==> config.mk <==
export PLATFORM = sky130hd
export DESIGN_NAME = m_bus_arbiter_flat
export DESIGN_NICKNAME = d
export VERILOG_FILES = /design/src/rtl/m_bus_arbiter_if.sv /design/src/rtl/m_bus_arbiter.sv /design/src/flat_wrapper.sv
export SDC_FILE = /design/constraint.sdc
export NUM_CORES = 1
export LEC_CHECK = 0
export CAP_MARGIN = 20
export CORE_MARGIN = 2
export CORE_UTILIZATION = 39
export CTS_CLUSTER_DIAMETER = 40
export DETAILED_ROUTE_END_ITERATION = 8
export PLACE_DENSITY = 0.89
export SYNTH_ARGS = -nofsm -noshare
export SYNTH_HDL_FRONTEND = slang
export SYNTH_SLANG_ARGS = --single-unit
==> constraint.sdc <==
create_clock -name FCLK -period 3.5 [get_ports FCLK]
set_input_delay 0.35 -clock FCLK [delete_from_list [all_inputs] [get_ports FCLK]]
set_output_delay 0.35 -clock FCLK [all_outputs]
set_load 0.01 [all_outputs]
==> src/rtl/m_bus_arbiter_if.sv <==
// Bus bundle between the arbiter, the CPU hold handshake, video, blitter and RAM.
// master: arbiter side (drives HOLD, grants, RAM bus, owner); slave: environment side.
interface m_bus_arbiter_if;
    logic        HLDA;
    logic        HOLD;
    logic [19:0] cpuAddr;
    logic        cpuRead;
    logic        cpuWrite;
    logic        vidReq;
    logic [19:0] vidAddr;
    logic        vidGnt;
    logic        blitReq;
    logic [19:0] blitAddr;
    logic        blitRead;
    logic        blitWrite;
    logic        blitWord;
    logic        blitGnt;
    logic [19:0] ABus;
    logic        Read;
    logic        Write;
    logic        Word;
    logic [1:0]  owner;

    modport master (
        input  HLDA, cpuAddr, cpuRead, cpuWrite,
        input  vidReq, vidAddr,
        input  blitReq, blitAddr, blitRead, blitWrite, blitWord,
        output HOLD, vidGnt, blitGnt,
        output ABus, Read, Write, Word, owner
    );

    modport slave (
        output HLDA, cpuAddr, cpuRead, cpuWrite,
        output vidReq, vidAddr,
        output blitReq, blitAddr, blitRead, blitWrite, blitWord,
        input  HOLD, vidGnt, blitGnt,
        input  ABus, Read, Write, Word, owner
    );
endinterface

==> src/rtl/m_bus_arbiter.sv <==
// RAM bus arbiter: takes the bus from the CPU via HOLD/HLDA and shares it between
// video (priority) and a burst-limited blitter. Ports: FCLK, RESET (sync, high), bus.
module m_bus_arbiter #(
    parameter int BLIT_BURST = 16,
    parameter int CPU_GAP    = 4
) (
    input logic             FCLK,
    input logic             RESET,
    m_bus_arbiter_if.master bus
);
    localparam int CW = $clog2(BLIT_BURST + 1);
    localparam int GW = (CPU_GAP > 1) ? $clog2(CPU_GAP) : 1;
    localparam logic [CW-1:0] BURST_C  = CW'(BLIT_BURST);
    localparam logic [GW-1:0] GAP_LAST = GW'(CPU_GAP - 1);

    localparam logic [1:0] OWN_CPU  = 2'b00;
    localparam logic [1:0] OWN_VID  = 2'b01;
    localparam logic [1:0] OWN_BLIT = 2'b10;

    typedef enum logic [2:0] {
        IDLE, HOLDWAIT, VIDEO, BLIT, RELEASE, GAP
    } state_t;

    state_t        state, state_nx;
    logic [CW-1:0] bcnt, bcnt_nx, bcnt_inc;
    logic [GW-1:0] gcnt, gcnt_nx;
    logic          armed, armed_nx;
    logic          hold_q, hold_nx;
    logic          vgnt_q, vgnt_nx;
    logic          bgnt_q, bgnt_nx;
    logic [1:0]    own_q, own_nx;

    always_ff @(posedge FCLK) begin
        if (RESET) begin
            state  <= IDLE;
            bcnt   <= '0;
            gcnt   <= '0;
            armed  <= 1'b0;
            hold_q <= 1'b0;
            vgnt_q <= 1'b0;
            bgnt_q <= 1'b0;
            own_q  <= OWN_CPU;
        end else begin
            state  <= state_nx;
            bcnt   <= bcnt_nx;
            gcnt   <= gcnt_nx;
            armed  <= armed_nx;
            hold_q <= hold_nx;
            vgnt_q <= vgnt_nx;
            bgnt_q <= bgnt_nx;
            own_q  <= own_nx;
        end
    end

    always_comb begin
        state_nx = state;
        bcnt_nx  = bcnt;
        gcnt_nx  = gcnt;
        armed_nx = armed;
        bcnt_inc = bcnt;
        // Burst count including the grant cycle now ending
        if (bus.blitReq && bcnt != BURST_C)
            bcnt_inc = bcnt + CW'(1);

        case (state)
            IDLE: begin
                if (bus.vidReq || (bus.blitReq && !armed))
                    state_nx = HOLDWAIT;
            end
            HOLDWAIT: begin
                if (bus.HLDA) begin
                    if (bus.vidReq)       state_nx = VIDEO;
                    else if (bus.blitReq) state_nx = BLIT;
                    else                  state_nx = RELEASE;
                end
            end
            VIDEO: begin
                if (!bus.HLDA)
                    state_nx = HOLDWAIT;
                else if (!bus.vidReq) begin
                    if (bus.blitReq && bcnt < BURST_C) state_nx = BLIT;
                    else                               state_nx = RELEASE;
                end
            end
            BLIT: begin
                bcnt_nx = bcnt_inc;
                if (!bus.HLDA)
                    state_nx = HOLDWAIT;
                else if (bus.vidReq)
                    state_nx = VIDEO;
                else if (bcnt_inc == BURST_C) begin
                    state_nx = RELEASE;
                    armed_nx = 1'b1;
                end else if (!bus.blitReq)
                    state_nx = RELEASE;
            end
            RELEASE: begin
                if (!bus.HLDA) begin
                    if (armed) begin
                        state_nx = GAP;
                        gcnt_nx  = '0;
                    end else
                        state_nx = IDLE;
                end
            end
            GAP: begin
                // Video is never held off by the CPU gap
                if (bus.vidReq) begin
                    state_nx = HOLDWAIT;
                    armed_nx = 1'b0;
                end else if (gcnt == GAP_LAST) begin
                    state_nx = IDLE;
                    armed_nx = 1'b0;
                end else
                    gcnt_nx = gcnt + GW'(1);
            end
            default: state_nx = IDLE;
        endcase

        // Every new hold tenure starts with a fresh burst allowance
        if (state_nx == HOLDWAIT && state != HOLDWAIT)
            bcnt_nx = '0;
    end

    // Registered outputs are the decode of the state being entered
    always_comb begin
        hold_nx = 1'b0;
        vgnt_nx = 1'b0;
        bgnt_nx = 1'b0;
        own_nx  = OWN_CPU;
        case (state_nx)
            HOLDWAIT: hold_nx = 1'b1;
            VIDEO: begin
                hold_nx = 1'b1;
                vgnt_nx = 1'b1;
                own_nx  = OWN_VID;
            end
            BLIT: begin
                hold_nx = 1'b1;
                bgnt_nx = 1'b1;
                own_nx  = OWN_BLIT;
            end
            default: ;
        endcase
    end

    always_comb begin
        bus.ABus  = bus.cpuAddr;
        bus.Read  = bus.cpuRead;
        bus.Write = bus.cpuWrite;
        bus.Word  = 1'b0;
        case (own_q)
            OWN_VID: begin
                bus.ABus  = bus.vidAddr;
                bus.Read  = 1'b1;
                bus.Write = 1'b0;
                bus.Word  = 1'b1;
            end
            OWN_BLIT: begin
                bus.ABus  = bus.blitAddr;
                bus.Read  = bus.blitRead;
                bus.Write = bus.blitWrite;
                bus.Word  = bus.blitWord;
            end
            default: ;
        endcase
    end

    assign bus.HOLD    = hold_q;
    assign bus.vidGnt  = vgnt_q;
    assign bus.blitGnt = bgnt_q;
    assign bus.owner   = own_q;
endmodule

==> src/flat_wrapper.sv <==
// flat-port wrapper written by rule: the top's interface ports become plain ports
module m_bus_arbiter_flat 
#(
    parameter int BLIT_BURST = 16,
    parameter int CPU_GAP    = 4
)
  (FCLK, RESET, bus_HLDA, bus_cpuAddr, bus_cpuRead, bus_cpuWrite, bus_vidReq, bus_vidAddr, bus_blitReq, bus_blitAddr, bus_blitRead, bus_blitWrite, bus_blitWord, bus_HOLD, bus_vidGnt, bus_blitGnt, bus_ABus, bus_Read, bus_Write, bus_Word, bus_owner);
  m_bus_arbiter_if bus_i ();
  input logic FCLK;
  input logic RESET;
  input wire logic [$bits(bus_i.HLDA)-1:0] bus_HLDA;
  input wire logic [$bits(bus_i.cpuAddr)-1:0] bus_cpuAddr;
  input wire logic [$bits(bus_i.cpuRead)-1:0] bus_cpuRead;
  input wire logic [$bits(bus_i.cpuWrite)-1:0] bus_cpuWrite;
  input wire logic [$bits(bus_i.vidReq)-1:0] bus_vidReq;
  input wire logic [$bits(bus_i.vidAddr)-1:0] bus_vidAddr;
  input wire logic [$bits(bus_i.blitReq)-1:0] bus_blitReq;
  input wire logic [$bits(bus_i.blitAddr)-1:0] bus_blitAddr;
  input wire logic [$bits(bus_i.blitRead)-1:0] bus_blitRead;
  input wire logic [$bits(bus_i.blitWrite)-1:0] bus_blitWrite;
  input wire logic [$bits(bus_i.blitWord)-1:0] bus_blitWord;
  output wire logic [$bits(bus_i.HOLD)-1:0] bus_HOLD;
  output wire logic [$bits(bus_i.vidGnt)-1:0] bus_vidGnt;
  output wire logic [$bits(bus_i.blitGnt)-1:0] bus_blitGnt;
  output wire logic [$bits(bus_i.ABus)-1:0] bus_ABus;
  output wire logic [$bits(bus_i.Read)-1:0] bus_Read;
  output wire logic [$bits(bus_i.Write)-1:0] bus_Write;
  output wire logic [$bits(bus_i.Word)-1:0] bus_Word;
  output wire logic [$bits(bus_i.owner)-1:0] bus_owner;
  assign bus_i.HLDA = bus_HLDA;
  assign bus_i.cpuAddr = bus_cpuAddr;
  assign bus_i.cpuRead = bus_cpuRead;
  assign bus_i.cpuWrite = bus_cpuWrite;
  assign bus_i.vidReq = bus_vidReq;
  assign bus_i.vidAddr = bus_vidAddr;
  assign bus_i.blitReq = bus_blitReq;
  assign bus_i.blitAddr = bus_blitAddr;
  assign bus_i.blitRead = bus_blitRead;
  assign bus_i.blitWrite = bus_blitWrite;
  assign bus_i.blitWord = bus_blitWord;
  assign bus_HOLD = bus_i.HOLD;
  assign bus_vidGnt = bus_i.vidGnt;
  assign bus_blitGnt = bus_i.blitGnt;
  assign bus_ABus = bus_i.ABus;
  assign bus_Read = bus_i.Read;
  assign bus_Write = bus_i.Write;
  assign bus_Word = bus_i.Word;
  assign bus_owner = bus_i.owner;
  m_bus_arbiter #(.BLIT_BURST(BLIT_BURST), .CPU_GAP(CPU_GAP)) u_core (.FCLK(FCLK), .RESET(RESET), .bus(bus_i));
endmodule
# Word-level counts from Yosys, hierarchy flattened
# Index checks and enable logic that the tools add are counted.
op_classes:
  eq_ne: 22
  addsub: 2
  reduce_logical: 13
  n_mux: 36
  magnitude_cmp: 1
ops:
  columns: ["operator", "count"]
  rows:
  - ["2-to-1 mux 3 bit", 15]
  - ["case mux 20 bit (2 select lines)", 1]
  - ["case mux 3 bit (6 select lines)", 1]
  - ["== test 3 x 2 -> 1 bit, second input constant", 4]
  - ["inequality test 2 bit, second input constant", 5]
  - ["AND reduction 5 bit", 2]
  - ["2-to-1 mux 1 bit", 8]
  - ["2-to-1 mux 2 bit", 4]
  - ["case mux 1 bit (2 select lines)", 4]
  - ["case mux 2 bit (2 select lines)", 2]
  - ["== test 3 x 1 -> 1 bit, second input constant", 2]
  - ["== test 3 bit, second input constant", 2]
  - ["adder 5 x 1 -> 5 bit, second input constant", 1]
  - ["== test 5 bit, second input constant", 1]
  - ["< comparator 5 bit, second input constant", 1]
  - ["2-to-1 mux 5 bit", 1]
  - ["inequality test 5 bit, second input constant", 1]
  - ["== test 2 bit, second input constant", 2]
  - ["logical AND 1 bit", 4]
  - ["inequality test 2 x 1 -> 1 bit, second input constant", 2]
  - ["nonzero test 2 bit", 2]
  - ["zero test 3 bit", 1]
  - ["inequality test 3 x 1 -> 1 bit, second input constant", 1]
  - ["inequality test 3 x 2 -> 1 bit, second input constant", 1]
  - ["other kinds (6)", 6]
totals:
  word_cells: 82
  in_bits: 70
  output_inout_bits: 28
  regBits: 16

# Longest topological paths before layout
depth:
  depth_word: 11
  depth_mapped: 8

# Worst setup path before layout
# No wires, ideal clock.
synth_timing:
  path_kind: "register to register"
  startpoint: "reg u_core.bcnt[0]"
  endpoint: "reg u_core.bcnt[0]"
  path_buffers: 1
  arrival_ns: 1.634
  path_slack_ns: 1.726
  path_stages_with_launch: 9
  required_time_ns: 3.360
  setup_ns: 0.140
  path_cell_list: "dfxtp_1 inv_1 ha_1 nand4bb_1 mux2_1 o2111ai_1 and3_1 buf_6 a311oi_1"
synth_between:
  elab_chain_cells: 11
  elab_cells_between_ends: 17
synth_lines:
  columns: ["item", "line", "text"]
  rows:
  - ["start, declared", "m_bus_arbiter.sv:25", "logic [CW-1:0] bcnt, bcnt_nx, bcnt_inc;"]
  - ["start signal, assigned", "m_bus_arbiter.sv:45", "bcnt <= bcnt_nx;"]
  - ["branches (longest 11 deep; another with adder 5 x 1 -> 5 bit)", null, null]
# Parallel ways; which one is timed is not known.
# A chain may end at the register's enable or synchronous reset.

# Worst setup path in the final report
layout_timing:
  startpoint: "reg u_core.own_q[1], in the netlist u_core.bus.owner[1]"
  endpoint: "out bus_ABus[19]"
layout_between:
  elab_chain_cells: 2
  elab_cells_between_ends: 3
layout_lines:
  columns: ["item", "line", "text"]
  rows:
  - ["start, declared", "m_bus_arbiter.sv:31", "logic [1:0] own_q, own_nx;"]
  - ["start signal, assigned", "m_bus_arbiter.sv:51", "own_q <= own_nx;"]
  - ["== test 2 bit / == test 2 x 1 -> 1 bit (equally long branches)", "m_bus_arbiter.sv:152", "case (own_q)"]
  - ["case mux 20 bit (2 select lines) *", "m_bus_arbiter.sv:152", null]
  - ["end, declared", "flat_wrapper.sv:25", "output wire logic [$bits(bus_i.ABus)-1:0] bus_ABus;"]
# Every way passes the cells marked *; elsewhere a longest branch is shown, timed or not.

==> out/metrics.csv <==
metric,value,unit
leakage power,0.853,nW
Period minus WS final,2660,ps
Final Hold Viols,0,
Synth top area share,0.207,
Num CTS Buffers,3,
Routed Antenna Nets,0,
Routed WL,5190,um
clock-pin slew on the worst setup and hold paths,60,ps
Synth Area in Compound Gates,0.379,
Slew Limit Headroom,0.477,
initial core utilization,0.401,
hold buffer count at cts,0,
first-pass detailed-route iteration total,4,
synthesized area,0.00145,mm^2
Mapped Cells,203,
CTS sink count,15,
post-cts resize count,0,
Adder-Cell Fraction of Synth Area,0.0432,
Cells after DPL,332,
fraction of registers with async set/reset,0,
Final nets,364,
sequential area share after synthesis,0.207,
global-route wire length before repair,8050,um
core area,0.00361,mm^2
Synth Area in XOR/XNOR,0.0303,
Worst Tran Pin Value,785,ps
clk buf depth,2,
Area contributors post-synth,"dfxtp_1 (21%), a22oi_1 (11%), o21ai_0 (8.3%)",
pin count of the biggest net entering global routing,34,
Critical Path Sink Type,primary output,
"EDFF count, synth",0,
Crit Reg-Reg Startpoint,u_core.bcnt[0],
status,"complete, no violations",
Worst Setup SP,u_core.bus.owner[1],
fin crit share,0.759,
CTS tree,done,
final setup fails,0,
max-slew violation count,0,
global route overflow,0,
top post-synthesis cells by count,"nand2_1 (25), o21ai_0 (24), a22oi_1 (21)",
WP data required,3150,ps
initial DRC count,121,
RSZ-0062 raised after global routing,false,
Die Width,64.9,um
ANT cells,0,
Critical Path Sink,bus_ABus[19],
die height,64.9,um
Root Buffer Master,clkbuf_8,
Hold Path Class,flop to flop,
R2R setup slack,1460,ps
Critical Path AT,2310,ps
cell accounting for the most synthesized area,dfxtp_1,
Synth Area per Inst,7.13,um^2
crit start category,flop,
simple-gate share of the synthesized area,0.224,
share of cells above drive strength 1,0.0313,
Routed wire per std cell,15.4,um
largest family of logic cells by synthesized area,compound AO/OA/AOI/OAI gates,
number of library cell types mapped by synthesis,47,
vias in the first global route,1626,
RR Endpoint,u_core.bcnt[0],
hold path depth,2,
"Cell Count, Final, Fillers Out",336,
top_reg_cell synth,dfxtp_1,
I/O Buffers,97,
setup bufs post-CTS,0,
H-tree Lvls,1,
Crit Path Category,flop to primary output,
Synthesized Nets,278,
number of synthesized register bits,15,
Fmax,377,MHz
num rows,22,
Die ar.,0.00422,mm^2
"Clk Latency, worst-skew pair",250,ps
post-synthesis mux area share,0.0285,
via total after detailed routing,1878,
peak supply drop,0.000194,V
worst clock skew,2.82,ps
Syn-to-layout area delta,69.2,%
num ports,98,
Final Wtd Congestion,0.926,
top-count cell post-synth,nand2_1,
Max-cap violations,0,
pwr/cell area,231,mW/mm^2
Syn. warnings,0,
setup TNS,0,ps
Via-to-Cell Ratio,5.59,
hpwl dp,4180,um
total track usage,0.240,
antenna violations before repair,0,
DRC errors left,0,
Worst Reg-to-Reg Cells,7,
crit-path max FO,22,
## final cells by class
class	count	area (um^2)
clock buffers	4	45.0
multi-input cells	159	1020
inverters	12	45.0
repair buffers	98	978
well taps	48	60.1
fillers	311	1160
flip-flops and latches	15	300
## cell usage in the layout (no fill, tap or decap), types with 2 or more instances in the layout
master	instances
clkbuf_8	3
o21ai_1	2
xnor2_1	5
o311a_1	2
a31oi_1	2
clkdlybuf4s50_1	97
nor2_1	12
nor3_1	4
nand4_1	3
a311oi_1	5
dfxtp_1	15
nand3_1	5
mux2i_1	3
nor4_1	2
o21ai_0	24
a22oi_1	21
nor2b_1	4
nand2b_1	3
a211oi_1	2
o22ai_1	3
inv_1	12
and3_1	2
nand3b_1	2
nand2_1	25
ha_1	5
a21oi_1	5
## power breakdown
group / switching, mW / internal (mW) / total (mW)
sequential: 0.00955 / 0.177 / 0.187
combinational: 0.0976 / 0.141 / 0.239
clock: 0.0610 / 0.0806 / 0.142
## worst max-delay path: stages, from the launching register on
cell and delay, ps:
dfxtp_1 330, inv_1 60, ha_1 650, a22oi_1 190, o21ai_0 240, clkdlybuf4s50_1 580
## worst min-delay path by stage
| stage | from | end |
|---|---|---|
| after CTS | u_core.gcnt[0] | u_core.gcnt[0] |
| after detailed placement | u_core.gcnt[0] | u_core.gcnt[0] |
| after global placement | u_core.gcnt[1] | u_core.gcnt[1] |
| after global routing | u_core.gcnt[0] | u_core.gcnt[0] |
| after floorplan | RESET | u_core.bcnt[0] |
| final | u_core.gcnt[0] | u_core.gcnt[0] |
## metal layers
metal  vias up  routed length (um)  GRT usage
li1        931                   -          -
met1       853                2210      0.316
met2        87                2450      0.394
met3         7                 468     0.0538
met4         0                  61     0.0585
met5         -                   0          0
## flip-flops by register name (all words and copies together), names as in the netlist
register,flops
u_core.armed,1
u_core.bus.HOLD,1
u_core.state,3
u_core.bcnt,5
u_core.bus.owner,2
u_core.gcnt,2
u_core.bus.vidGnt,1
## metrics by stage
step | utilization | cell area, um^2 | setup WS (ps) | power (mW) | hold WS (ps)
after detailed placement | 0.667 | 2400 | 1070 | 0.427 | 522
after global placement | 0.667 | 2400 | 1120 | 0.424 | 503
after global routing | 0.679 | 2450 | 630 | 0.596 | 590
after floorplan | - | 1450 | 1730 | 0.287 | 422
final | 0.679 | 2450 | 844 | 0.567 | 530
after CTS | 0.679 | 2450 | 839 | 0.566 | 537
## logic make-up (layout without fill, tap and decap cells)
logic type               after synthesis  after routing
AND/OR/NAND/NOR                       66             66
flip-flops                            15             15
adder cells (fa/ha/maj)                5              5
multiplexers                           4              4
AO/OA/AOI/OAI                         79             79
buffers and inverters                 29            114
XOR/XNOR                               5              5
(Power assumes the default switching activity.)
